===== src/rtl/uart_tx_fifo_if.sv =====
// Byte handshake between the core (master) and the UART transmitter FIFO (slave).
// A byte transfers on a rising clock edge when valid_i and ready_o are both high.
interface uart_tx_fifo_if;
    logic [7:0] data_i;
    logic       valid_i;
    logic       ready_o;

    modport master (
        output data_i,
        output valid_i,
        input  ready_o
    );

    modport slave (
        input  data_i,
        input  valid_i,
        output ready_o
    );
endinterface


===== src/rtl/uart_tx_fifo.sv =====
// UART transmitter, LSB first and idle high, fed by a circular byte FIFO (8N1 frames by default).
// Defining UART_TX_PARITY_EN inserts an even-parity bit before the stop bit, giving 8E1 frames.
//
// state    | meaning
// ---------+------------------------------------------------
// S_IDLE   | line high, waiting for the FIFO to hold a byte
// S_START  | driving the start bit (0)
// S_DATA   | driving data bits 0..7, LSB first
// S_PARITY | driving the even-parity bit (parity build only)
// S_STOP   | driving the stop bit (1)
module uart_tx_fifo #(
    parameter int FREQ       = 50_000_000,
    parameter int BAUD       = 115200,
    parameter int FIFO_DEPTH = 4
) (
    input  logic                          clk_i,
    input  logic                          rst_i,
    uart_tx_fifo_if.slave                 bus,
    output logic                          uart_tx_o,
    output logic                          busy_o,
    output logic [$clog2(FIFO_DEPTH):0]   fifo_count_o
);

    localparam int CLK_PER_BIT = FREQ / BAUD;
    localparam int TW          = $clog2(CLK_PER_BIT);
    localparam int AW          = $clog2(FIFO_DEPTH);
    localparam int CW          = AW + 1;

    localparam logic [TW-1:0] TMAX = TW'(CLK_PER_BIT - 1);
    localparam logic [CW-1:0] FULL = CW'(FIFO_DEPTH);

    typedef enum logic [2:0] {
        S_IDLE,
        S_START,
        S_DATA,
`ifdef UART_TX_PARITY_EN
        S_PARITY,
`endif
        S_STOP
    } state_t;

    state_t        state, state_next;
    logic          tx, tx_next;
    logic [TW-1:0] timer, timer_next;
    logic [7:0]    shift, shift_next;
    logic [2:0]    bit_idx, bit_next;
    logic          busy, busy_next;
    logic          expired;
    logic          pop;
    logic          push;
    logic          ready;

    logic [7:0]    mem [FIFO_DEPTH];
    logic [AW-1:0] wr_ptr, rd_ptr;
    logic [CW-1:0] count, count_next;
    logic [7:0]    head;

`ifdef UART_TX_PARITY_EN
    logic          parity;
`endif

    assign ready        = (count != FULL);
    assign push         = bus.valid_i & ready;
    assign head         = mem[rd_ptr];
    assign expired      = (timer == '0);

    assign bus.ready_o  = ready;
    assign uart_tx_o    = tx;
    assign busy_o       = busy;
    assign fifo_count_o = count;

    // The FSM only looks at the registered count, so a byte pushed into an
    // empty FIFO is first seen one edge later.
    always_comb begin
        state_next = state;
        tx_next    = tx;
        shift_next = shift;
        bit_next   = bit_idx;
        timer_next = expired ? timer : timer - 1'b1;
        pop        = 1'b0;
        case (state)
            S_IDLE: begin
                if (count != '0) begin
                    pop        = 1'b1;
                    shift_next = head;
                    tx_next    = 1'b0;
                    timer_next = TMAX;
                    state_next = S_START;
                end
            end
            S_START: begin
                if (expired) begin
                    tx_next    = shift[0];
                    bit_next   = 3'd0;
                    timer_next = TMAX;
                    state_next = S_DATA;
                end
            end
            S_DATA: begin
                if (expired) begin
                    timer_next = TMAX;
                    if (bit_idx == 3'd7) begin
`ifdef UART_TX_PARITY_EN
                        tx_next    = parity;
                        state_next = S_PARITY;
`else
                        tx_next    = 1'b1;
                        state_next = S_STOP;
`endif
                    end else begin
                        tx_next    = shift[1];
                        shift_next = {1'b0, shift[7:1]};
                        bit_next   = bit_idx + 3'd1;
                    end
                end
            end
`ifdef UART_TX_PARITY_EN
            S_PARITY: begin
                if (expired) begin
                    tx_next    = 1'b1;
                    timer_next = TMAX;
                    state_next = S_STOP;
                end
            end
`endif
            S_STOP: begin
                if (expired) begin
                    if (count != '0) begin
                        pop        = 1'b1;
                        shift_next = head;
                        tx_next    = 1'b0;
                        timer_next = TMAX;
                        state_next = S_START;
                    end else begin
                        state_next = S_IDLE;
                    end
                end
            end
            default: begin
                tx_next    = 1'b1;
                state_next = S_IDLE;
            end
        endcase
    end

    always_comb begin
        count_next = count;
        if (push && !pop) begin
            count_next = count + 1'b1;
        end else if (!push && pop) begin
            count_next = count - 1'b1;
        end
        busy_next = (state_next != S_IDLE) || (count_next != '0);
    end

    always_ff @(posedge clk_i) begin
        if (rst_i) begin
            state   <= S_IDLE;
            tx      <= 1'b1;
            timer   <= '0;
            shift   <= '0;
            bit_idx <= '0;
            wr_ptr  <= '0;
            rd_ptr  <= '0;
            count   <= '0;
            busy    <= 1'b0;
        end else begin
            state   <= state_next;
            tx      <= tx_next;
            timer   <= timer_next;
            shift   <= shift_next;
            bit_idx <= bit_next;
            count   <= count_next;
            busy    <= busy_next;
            if (push) begin
                wr_ptr <= wr_ptr + 1'b1;
            end
            if (pop) begin
                rd_ptr <= rd_ptr + 1'b1;
            end
        end
    end

    always_ff @(posedge clk_i) begin
        if (push) begin
            mem[wr_ptr] <= bus.data_i;
        end
    end

`ifdef UART_TX_PARITY_EN
    // Even parity of the whole byte, latched when it leaves the FIFO.
    always_ff @(posedge clk_i) begin
        if (rst_i) begin
            parity <= 1'b0;
        end else if (pop) begin
            parity <= ^head;
        end
    end
`endif

endmodule

===== src/flat_wrapper.sv =====
// flat-port wrapper written by rule: the top's interface ports become plain ports
module uart_tx_fifo_flat 
#(
    parameter int FREQ       = 50_000_000,
    parameter int BAUD       = 115200,
    parameter int FIFO_DEPTH = 4
)
  (clk_i, rst_i, uart_tx_o, busy_o, fifo_count_o, bus_data_i, bus_valid_i, bus_ready_o);
  uart_tx_fifo_if bus_i ();
  input  logic clk_i;
  input  logic rst_i;
  output logic uart_tx_o;
  output logic busy_o;
  output logic [$clog2(FIFO_DEPTH):0] fifo_count_o;
  input wire logic [$bits(bus_i.data_i)-1:0] bus_data_i;
  input wire logic [$bits(bus_i.valid_i)-1:0] bus_valid_i;
  output wire logic [$bits(bus_i.ready_o)-1:0] bus_ready_o;
  assign bus_i.data_i = bus_data_i;
  assign bus_i.valid_i = bus_valid_i;
  assign bus_ready_o = bus_i.ready_o;
  uart_tx_fifo #(.FREQ(FREQ), .BAUD(BAUD), .FIFO_DEPTH(FIFO_DEPTH)) u_core (.clk_i(clk_i), .rst_i(rst_i), .bus(bus_i), .uart_tx_o(uart_tx_o), .busy_o(busy_o), .fifo_count_o(fifo_count_o));
endmodule

===== config.mk =====
export PLATFORM = sky130hd
export DESIGN_NAME = uart_tx_fifo_flat
export DESIGN_NICKNAME = d
export VERILOG_FILES = /design/src/rtl/uart_tx_fifo_if.sv /design/src/rtl/uart_tx_fifo.sv /design/src/flat_wrapper.sv
export SDC_FILE = /design/constraint.sdc
export NUM_CORES = 1
export LEC_CHECK = 0
export BUFFER_PORTS_ARGS = -buffer_cell sky130_fd_sc_hd__buf_4
export CAP_MARGIN = 10
export CORE_AREA = 2 2 86 88
export CTS_BUF_LIST = sky130_fd_sc_hd__clkbuf_16
export CTS_CLUSTER_DIAMETER = 30
export DETAILED_ROUTE_END_ITERATION = 10
export DIE_AREA = 0 0 88 90
export GPL_ROUTABILITY_DRIVEN = 1
export GPL_TIMING_DRIVEN = 0
export SLEW_MARGIN = 15
export SYNTH_ARGS = -nofsm -noshare
export SYNTH_HDL_FRONTEND = slang
export SYNTH_SLANG_ARGS = --single-unit

===== constraint.sdc =====
create_clock -name clk_i -period 3 [get_ports clk_i]
set_clock_uncertainty 0.15 [all_clocks]
set_input_delay 0.15 -clock clk_i [delete_from_list [all_inputs] [get_ports clk_i]]
set_output_delay 0.15 -clock clk_i [all_outputs]
set_load 0.02 [all_outputs]

Word-level counts from Yosys, hierarchy flattened
Memory sizes are Yosys's and may differ from the RTL's. A register that Yosys moved wholly into a read port is not among the register bits. Cells that the tools add are included.

Flip-flop bits (word level): 32. RAM bits: 32. Input port bits: 11. Output and inout bits: 6. Word-level logic and storage cells: 78. Memories kept: 1.

$add $sub $neg: 6. Equal/unequal tests: 9. Muxes and demuxes: 36. Bitwise operators: 1. Reduce and logical (&&, ||, !) cells: 16.

Memory list: u_core.mem (words 4, width 8, rd ports 1, clocked after Yosys merged registers in 1, wr ports 1, RTL line uart_tx_fifo.sv:53) `logic [7:0] mem [FIFO_DEPTH];`.

Operator list (number): 2-to-1 mux 9 bit (4); 2-to-1 mux 8 bit (4); 2-to-1 mux 3 bit (10); one-hot mux 9 bit (3 select lines) (1); one-hot mux 8 bit (3 select lines) (1); one-hot mux 3 bit (4 select lines) (1); nonzero test 3 bit (4); 2-to-1 mux 1 bit (10); zero test 9 bit (1); subtractor 9 x 1 -> 9 bit, second input constant (1); AND reduction 4 bit (2); adder 3 x 1 -> 3 bit, second input constant (2); equality test 3 x 2 -> 1 bit, second input constant (2); != test 2 x 1 -> 1 bit, second input constant (3); one-hot mux 3 bit (2 select lines) (1); adder 2 x 1 -> 2 bit, second input constant (2); 2-to-1 mux 2 bit (2); one-hot mux 1 bit (4 select lines) (1); equality test 3 x 1 -> 1 bit, second input constant (1); equality test 3 bit, second input constant (1); zero test 3 bit (1); != test 3 bit, second input constant (1); AND reduction 3 bit (1); subtractor 3 x 1 -> 3 bit, second input constant (1); 8 further kinds (10).

Depth between registers and ports, before layout
Gate-level depths: netlist (run 1).

Depth in word-level cells: 9. Gate-level depth with buffers: 9. Gate-level depth less buffers: 9.

Worst setup path after synthesis (run 1)
OpenSTA, ideal clock, no wires.

Kind: register -> register. From: register u_core.count[0] (netlist: u_core.fifo_count_o[0]). To: register u_core.busy (netlist: u_core.busy_o). Library setup time: 0.133 ns. Arrival: 2.027 ns. Data required time: 2.717 ns. Setup slack: 0.691 ns. Cell stages (with the launch flop): 10. Path through: dfxtp_1 -> inv_1 -> ha_1 -> nor2b_1 -> nor2_1 -> o21a_1 -> buf_2 -> maj3_1 -> o22ai_1 -> a31oi_1.

Cells in the longest elaborated chain, start to end: 9. Elaborated cells on any way between the ends: 21.

Ends and longest elaborated chain: start, declared (RTL line uart_tx_fifo.sv:55) `logic [CW-1:0] count, count_next;`; start signal, assigned (RTL line uart_tx_fifo.sv:173) `count <= count_next;`; nonzero test 3 bit (RTL line uart_tx_fifo.sv:83, uart_tx_fifo.sv:128); 2-to-1 mux 1 bit (RTL line uart_tx_fifo.sv:83, uart_tx_fifo.sv:128); 2-to-1 mux 1 bit (RTL line uart_tx_fifo.sv:127) `if (expired) begin`; one-hot mux 1 bit (2 select lines) (RTL line uart_tx_fifo.sv:81) `case (state)`; logical AND 1 bit / zero test 1 bit (equally long branches) (RTL line uart_tx_fifo.sv:150, uart_tx_fifo.sv:148); 2-to-1 mux 3 bit / logical AND 1 bit (equally long branches) (RTL line uart_tx_fifo.sv:150, uart_tx_fifo.sv:148); 2-to-1 mux 3 bit (RTL line uart_tx_fifo.sv:148) `if (push && !pop) begin`; nonzero test 3 bit (RTL line uart_tx_fifo.sv:153) `busy_next = (state_next != S_IDLE) || (count_next != '0);`; logical OR 1 bit (*) (RTL line uart_tx_fifo.sv:153); end signal, assigned (RTL line uart_tx_fifo.sv:174) `busy <= busy_next;`; end, declared (RTL line uart_tx_fifo.sv:47) `logic busy, busy_next;`.

Mark *: on every way between the ends. The rest lies on a longest branch, timed or not. A chain may end at the register's enable or synchronous reset.

Worst setup path after layout (run 1)
Same ends and word-level chain as after synthesis.

==> impl_metrics.toml, run 1 <==
[synth]
synth_warnings = 0
synthFlopType = "dfxtp_1"
synth_area_um2 = 2987
yosys.area_share.simple_pct = 16.17
synth_top_area_cell = "edfxtp_1"
synth_fa_ha_area_share_pct = 4.943
synth.distinct_cells = 47
syn_avg_cell_area_um2 = 11.40
synth_compound_area_share_pct = 10.47
synth_async_sr_flop_share_pct = 0
synthCells = 262
synth-edff-count = 32
synth_top_family_by_area = "simple AND/OR/NAND/NOR gates"
synth_seq_cells = 66
yosysTopAreaCellShare_pct = 32.17
synthMuxAreaShare_pct = 6.703
synth_commonest_cells = "dfxtp_1, edfxtp_1, nor2_1, nand2_1, o21ai_0"
ys_seq_area_share_pct = 54.96
synth_area_leaders = "edfxtp_1, dfxtp_1, mux4_2"
synthesis.nets = 284
synth.most_common_cell = "dfxtp_1"
synthXorXnorAreaFrac_pct = 3.812

[clocking]
cts.sinks = 66
tritoncts = "yes"
cts_buffers = 9
cts_root_buf = "clkbuf_16"
htree_levels = 3
clk_path_buf_depth = 2
cts.repair.resized = 0
insertion_delay_ns = 0.32
path_clk_slew_ns = 0.06

[detailed_routing]
vias_per_cell = 5.005
drc = 0
ant_nets = 0
vias = 2007
drt_first_iter_violations = 75
post_drt_wl_per_cell_um = 14.00
drt_wl_total_um = 5616
first_pass_iters = 4

[setup_path]
setup.worst_path.end_class = "flop"
worstSetupPathType = "flop to flop"
r2r_start = "u_core.fifo_count_o[0]"
worstRegToRegCells = 9
startpoint_type = "flop"
required_ns = 3.03
reg2reg_slack_ns = 0.39
crit_fanout = 8
cp_data_arrival_time_ns = 2.65
rr_endpoint = "u_core.busy_o"

[global_routing]
grt_first_pass_wirelength_um = 9556
first_global_vias = 1998
grt-ovfl-total = 0
grt_usage_pct = 15.80
grt_max_degree = 14
antenna_found_initial = 0

[power_and_ir_drop]
p_per_area_nw_per_um2 = 972.4
power_frac_clock_pct = 29.6
p_switching_mw = 1.178
power.leakage_nw = 1.268
p_seq_share_pct = 36.4
combinationalPowerShare_pct = 34.0
vdd_drop_max_v = 0.0004034
swShare_pct = 33.51
intPower_mw = 2.337

[flow_run]
cap_violations = 0

[placed_design]
placed_cells = 376
port_buffers = 15
gp_congestion = 0.8125
dp_hpwl_um = 3809

[layout]
antennaDiodeCount = 0
final_cells = 401
nNetsFinal = 319
drive_gt1_share_pct = 16.56
n_fill_cell = 615
ff_latch_area_um2 = 1642
area_growth_pct = 21.03
multi_input_area_um2 = 1261

[floorplanning]
io_pins = 17
row_count = 31
die_area_um2 = 7920
start_util_pct = 42.54
core_um2 = 7020
chipWidth_um = 88
die_y_um = 90

[sta]
setup_viol = 0
max_slew_margin_pct = 53.20
fmax_mhz = 382.4
finalHoldViolations = 0
worst_slew_pin_slew_ns = 0.7020
layout_min_cycle_time_ns = 2.615
hold_slack_ns = 0.2686
rsz0062_at_grt = "no"
maxSlewViolCount = 0
post-route-period-util_pct = 87.16
finalSetupTns_ns = 0

[min_path]
hp-class = "input port to flop"
hp-start = "bus_valid_i"
worstHoldEndpoint = "u_core.wr_ptr[1]"
holdPathStages = 4

[status]
outcome = "finished clean"
-- power groups by stage --
stage	logic, mW	registers [mW]	clock network [mW]
final	1.20	1.28	1.04
after global routing	1.35	1.31	1.10
after CTS	1.20	1.28	1.06
after detailed placement	1.19	1.30	0
after global placement	1.18	1.29	0
after floorplan	0.918	1.30	0
-- layer usage --
metal  vias to the layer above  wire [µm]  global-route usage [%]
met3                         7        181                   4.959
met4                         0         80                   5.000
li1                       1018          -                       -
met5                         -          0                       0
met2                        30       2803                   25.19
met1                       952       2550                   20.33
-- placed cells by master (no fill, tap or decap), drive strengths merged, types with 3 or more instances in the layout --
cell type    count
nand2           27
ha              11
nand3            4
nor2            31
o21ai           12
and3             4
buf             18
clkbuf          20
edfxtp          32
xnor2            9
nor2b            3
clkinv           3
nor3             8
mux4             8
a311oi           8
a21oi           12
dlygate4sd3      9
inv              8
a31oi            4
nand2b           5
dfxtp           34
xor2             4
-- area by class of cell --
type / count / share of cell area, %
clock inverters: 7 / 2.111
flip-flops and latches: 66 / 45.41
multi-input cells: 176 / 34.89
clock buffers: 9 / 6.231
plain buffers: 14 / 1.696
well taps: 99 / 3.427
inverters: 6 / 0.6231
repair buffers: 24 / 5.607
-- critical path, stage by stage, from the launching register on --
cell and delay, ns:
dfxtp_1 0.37, inv_1 0.15, ha_1 0.22, nor2b_1 0.41, nor2_1 0.14, o21a_1 0.13
buf_2 0.17, maj3_1 0.37, o22ai_1 0.25, a31oi_1 0.11
-- flip-flops by register name, indices dropped and copies added, names as in the netlist, named ones only --
signal and cells:
u_core.bit_idx 3, u_core.busy_o 1, u_core.fifo_count_o 3, u_core.mem 32, u_core.rd_ptr 2, u_core.shift 8
u_core.state 3, u_core.timer 9, u_core.uart_tx_o 1, u_core.wr_ptr 2
-- logic make-up (layout without fill, tap and decap cells) --
kind of cell | Yosys count | count (layout)
AOI/OAI and AO/OA | 43 | 43
xor gates and xnor gates | 13 | 13
adders and majority gates | 12 | 12
buffers and inverters | 20 | 60
DFF | 66 | 66
muxes | 10 | 10
other | 1 | 1
and+or+nand+nor | 97 | 97
-- what timing repair did --
| action | CTS | global route |
|---|---|---|
| hold endpoints to repair | 34 | 0 |
| buffers inserted | 0 | 0 |
| hold buffers | 9 | 0 |
-- metrics by stage --
| step | power [mW] | utilization, % | cell area [µm²] | setup WS [ns] |
|---|---|---|---|---|
| finish | 3.515 | 51.49 | 3615 | 0.3852 |
| global route | 3.757 | 51.49 | 3615 | 0.1554 |
| CTS | 3.543 | 51.49 | 3615 | 0.4105 |
| detailed placement | 2.488 | 45.91 | 3223 | 0.4243 |
| global placement | 2.467 | 45.91 | 3223 | 0.4296 |
| floorplan | 2.215 | - | 2987 | 0.6906 |
-- worst max-delay path by stage --
stage | startpoint | endpoint | depth (start not counted)
after floorplan | u_core.fifo_count_o[0] | u_core.busy_o | 9
after global placement | u_core.fifo_count_o[0] | u_core.busy_o | 9
after detailed placement | u_core.fifo_count_o[0] | u_core.busy_o | 9
after CTS | u_core.fifo_count_o[0] | u_core.busy_o | 9
after global routing | u_core.fifo_count_o[0] | u_core.busy_o | 9
final | u_core.fifo_count_o[0] | u_core.busy_o | 9
(Power assumes the default switching activity.)
==> run 2: changes to the inputs <==
--- a/config.mk
+++ b/config.mk
@@ -7,13 +7,14 @@
 export LEC_CHECK = 0
 export BUFFER_PORTS_ARGS = -buffer_cell sky130_fd_sc_hd__buf_4
 export CAP_MARGIN = 10
-export CORE_AREA = 2 2 86 88
+export CORE_AREA = 2 2 96 98
 export CTS_BUF_LIST = sky130_fd_sc_hd__clkbuf_16
 export CTS_CLUSTER_DIAMETER = 30
 export DETAILED_ROUTE_END_ITERATION = 10
-export DIE_AREA = 0 0 88 90
+export DIE_AREA = 0 0 98 100
 export GPL_ROUTABILITY_DRIVEN = 1
 export GPL_TIMING_DRIVEN = 0
+export PLACE_DENSITY_LB_ADDON = 0.05
 export SLEW_MARGIN = 15
 export SYNTH_ARGS = -nofsm -noshare
 export SYNTH_HDL_FRONTEND = slang
==> run 2 against run 1 <==
  * Sequential power hardly changed
  * Sequential cell count stayed put
  * Register-to-register slack worse by 0.02 ns
  * Final area is 0.62% higher
  * Non-clock buffer count stayed put
  * Combinational power hardly changed
  * Clock power hardly changed
  * Die area is 24% higher
  * Via count is 1.9% lower
  * Critical endpoint unchanged
  * Largest power group unchanged
==> impl_metrics.toml, run 2 (synthesis gave the netlist of run 1 again) <==
[setup_path]
crit_path_end = "u_core.busy_o"
crit_fanout = 8
reg2reg_slack_ns = 0.36
setup.worst_path.end_class = "flop"
r2r_start = "u_core.fifo_count_o[0]"
path_cells = "inv_1, ha_1, nor2b_1, nor2_1, o21a_1, buf_2, maj3_1, o22ai_1, a31oi_1"
startpoint_type = "flop"
rr_endpoint = "u_core.busy_o"
crit_start = "u_core.fifo_count_o[0]"
required_ns = 3.04
slowest_delay_ns = 0.41
slowest_stage = "nor2b_1"
cp_data_arrival_time_ns = 2.68
worstSetupPathType = "flop to flop"
worstRegToRegCells = 9

[sta]
rsz0062_at_grt = "no"
fmax_mhz = 378.9
finalSetupTns_ns = 0
finalHoldViolations = 0
maxSlewViolCount = 0
setup_viol = 0
max_slew_margin_pct = 52.22
layout_min_cycle_time_ns = 2.639
post-route-period-util_pct = 87.97
worst_slew_pin_slew_ns = 0.7167

[placed_design]
dp_hpwl_um = 4197
gp_congestion = 0.7301
port_buffers = 15
placed_cells = 388

[clocking]
cts_root_buf = "clkbuf_16"
cts.sinks = 66
htree_levels = 3
cts_buffers = 9
clk_path_buf_depth = 2
path_clk_slew_ns = 0.06
insertion_delay_ns = 0.33
postCtsHoldBufs = 9
cts.repair.resized = 0
tritoncts = "yes"
cts_setup_buffers = 0

[layout]
final_cells = 413
final_cell_mix = "dfxtp_1, edfxtp_1, nor2_1"
ff_latch_area_um2 = 1642
area_growth_pct = 21.78
nNetsFinal = 319
drive_gt1_share_pct = 16.89
n_fill_cell = 861
largest_register = "u_core.mem"
multi_input_area_um2 = 1261
mostFrequentLayoutCell = "dfxtp_1"
top_regs = "u_core.mem x32, u_core.timer x9, u_core.shift x8"
largest_reg_flops = 32
antennaDiodeCount = 0

[floorplanning]
start_util_pct = 33.60
core_um2 = 8890
die_area_um2 = 9800
chipWidth_um = 98
die_y_um = 100
row_count = 35
io_pins = 17

[power_and_ir_drop]
swShare_pct = 33.97
p_switching_mw = 1.207
finalPower_mw = 3.552
power_frac_clock_pct = 30.1
combinationalPowerShare_pct = 33.9
intPower_mw = 2.345
p_seq_share_pct = 36.0
vdd_drop_max_v = 0.0003462
power.leakage_nw = 1.272
p_per_area_nw_per_um2 = 976.5

[global_routing]
first_global_vias = 2012
grt-ovfl-total = 0
grt_max_degree = 15
antenna_found_initial = 0
grt_first_pass_wirelength_um = 10140
grt_usage_pct = 13.47

[min_path]
holdPathStages = 2
hp-class = "flop to flop"

[flow_run]
cap_violations = 0

[detailed_routing]
first_pass_iters = 4
post_drt_wl_per_cell_um = 14.58
drt_first_iter_violations = 48
vias = 1968
vias_per_cell = 4.765
ant_nets = 0
drt_wl_total_um = 6023
drc = 0

[status]
outcome = "finished clean"
==> run 2: power groups by stage <==
| stage | clock (mW) | sequential, mW | combinational (mW) |
|---|---|---|---|
| floorplan | 0 | 1.30 | 0.918 |
| global placement | 0 | 1.30 | 1.21 |
| detailed placement | 0 | 1.30 | 1.21 |
| CTS | 1.11 | 1.28 | 1.22 |
| global route | 1.14 | 1.31 | 1.36 |
| finish | 1.07 | 1.28 | 1.20 |
==> run 2: critical path, delay by kind of cell (launching register included) <==
kind	cells	cell delay, ns
buf+inv	2	0.35
fa+ha+maj	2	0.59
simple gates	2	0.56
flops	1	0.37
compound gates	3	0.47
==> run 2: metal layers <==
metal	GRT usage, %	up-vias	part of all wire [%]
met1	17.84	918	50
met2	21.13	18	46
li1	-	1025	-
met3	3.760	7	2.5
met4	5.128	0	1.5
met5	0	-	0
==> run 2: through the flow <==
| step | setup slack, ns | hold slack (ns) | instance area [µm²] | util, % |
|---|---|---|---|---|
| final | 0.3609 | 0.3130 | 3637 | 40.91 |
| after global routing | 0.1343 | 0.3390 | 3637 | 40.91 |
| after CTS | 0.3633 | 0.3061 | 3637 | 40.91 |
| after detailed placement | 0.3697 | 0.2066 | 3238 | 36.43 |
| after global placement | 0.3676 | 0.2069 | 3238 | 36.43 |
| after floorplan | 0.6906 | 0.07802 | 2987 | - |
==> run 2: worst min-delay path by stage <==
stage	startpoint	endpoint	slack, ns
2_1_floorplan	rst_i	u_core.state[0]	0.08
3_3_place_gp	rst_i	u_core.state[0]	0.21
3_5_place_dp	bus_data_i[4]	u_core.mem[2][4]	0.21
4_1_cts	bus_valid_i	u_core.wr_ptr[1]	0.31
5_1_grt	u_core.bit_idx[2]	u_core.bit_idx[2]	0.34
6_report	u_core.bit_idx[2]	u_core.bit_idx[2]	0.31
==> run 2: layout make-up <==
type / count / area share, %
buffer: 14 / 1.686
clock buffer: 9 / 6.192
clock inverter: 7 / 2.305
inverter: 6 / 0.6192
multi-input combinational: 176 / 34.67
sequential: 66 / 45.13
tap: 111 / 3.818
timing repair buffer: 24 / 5.573
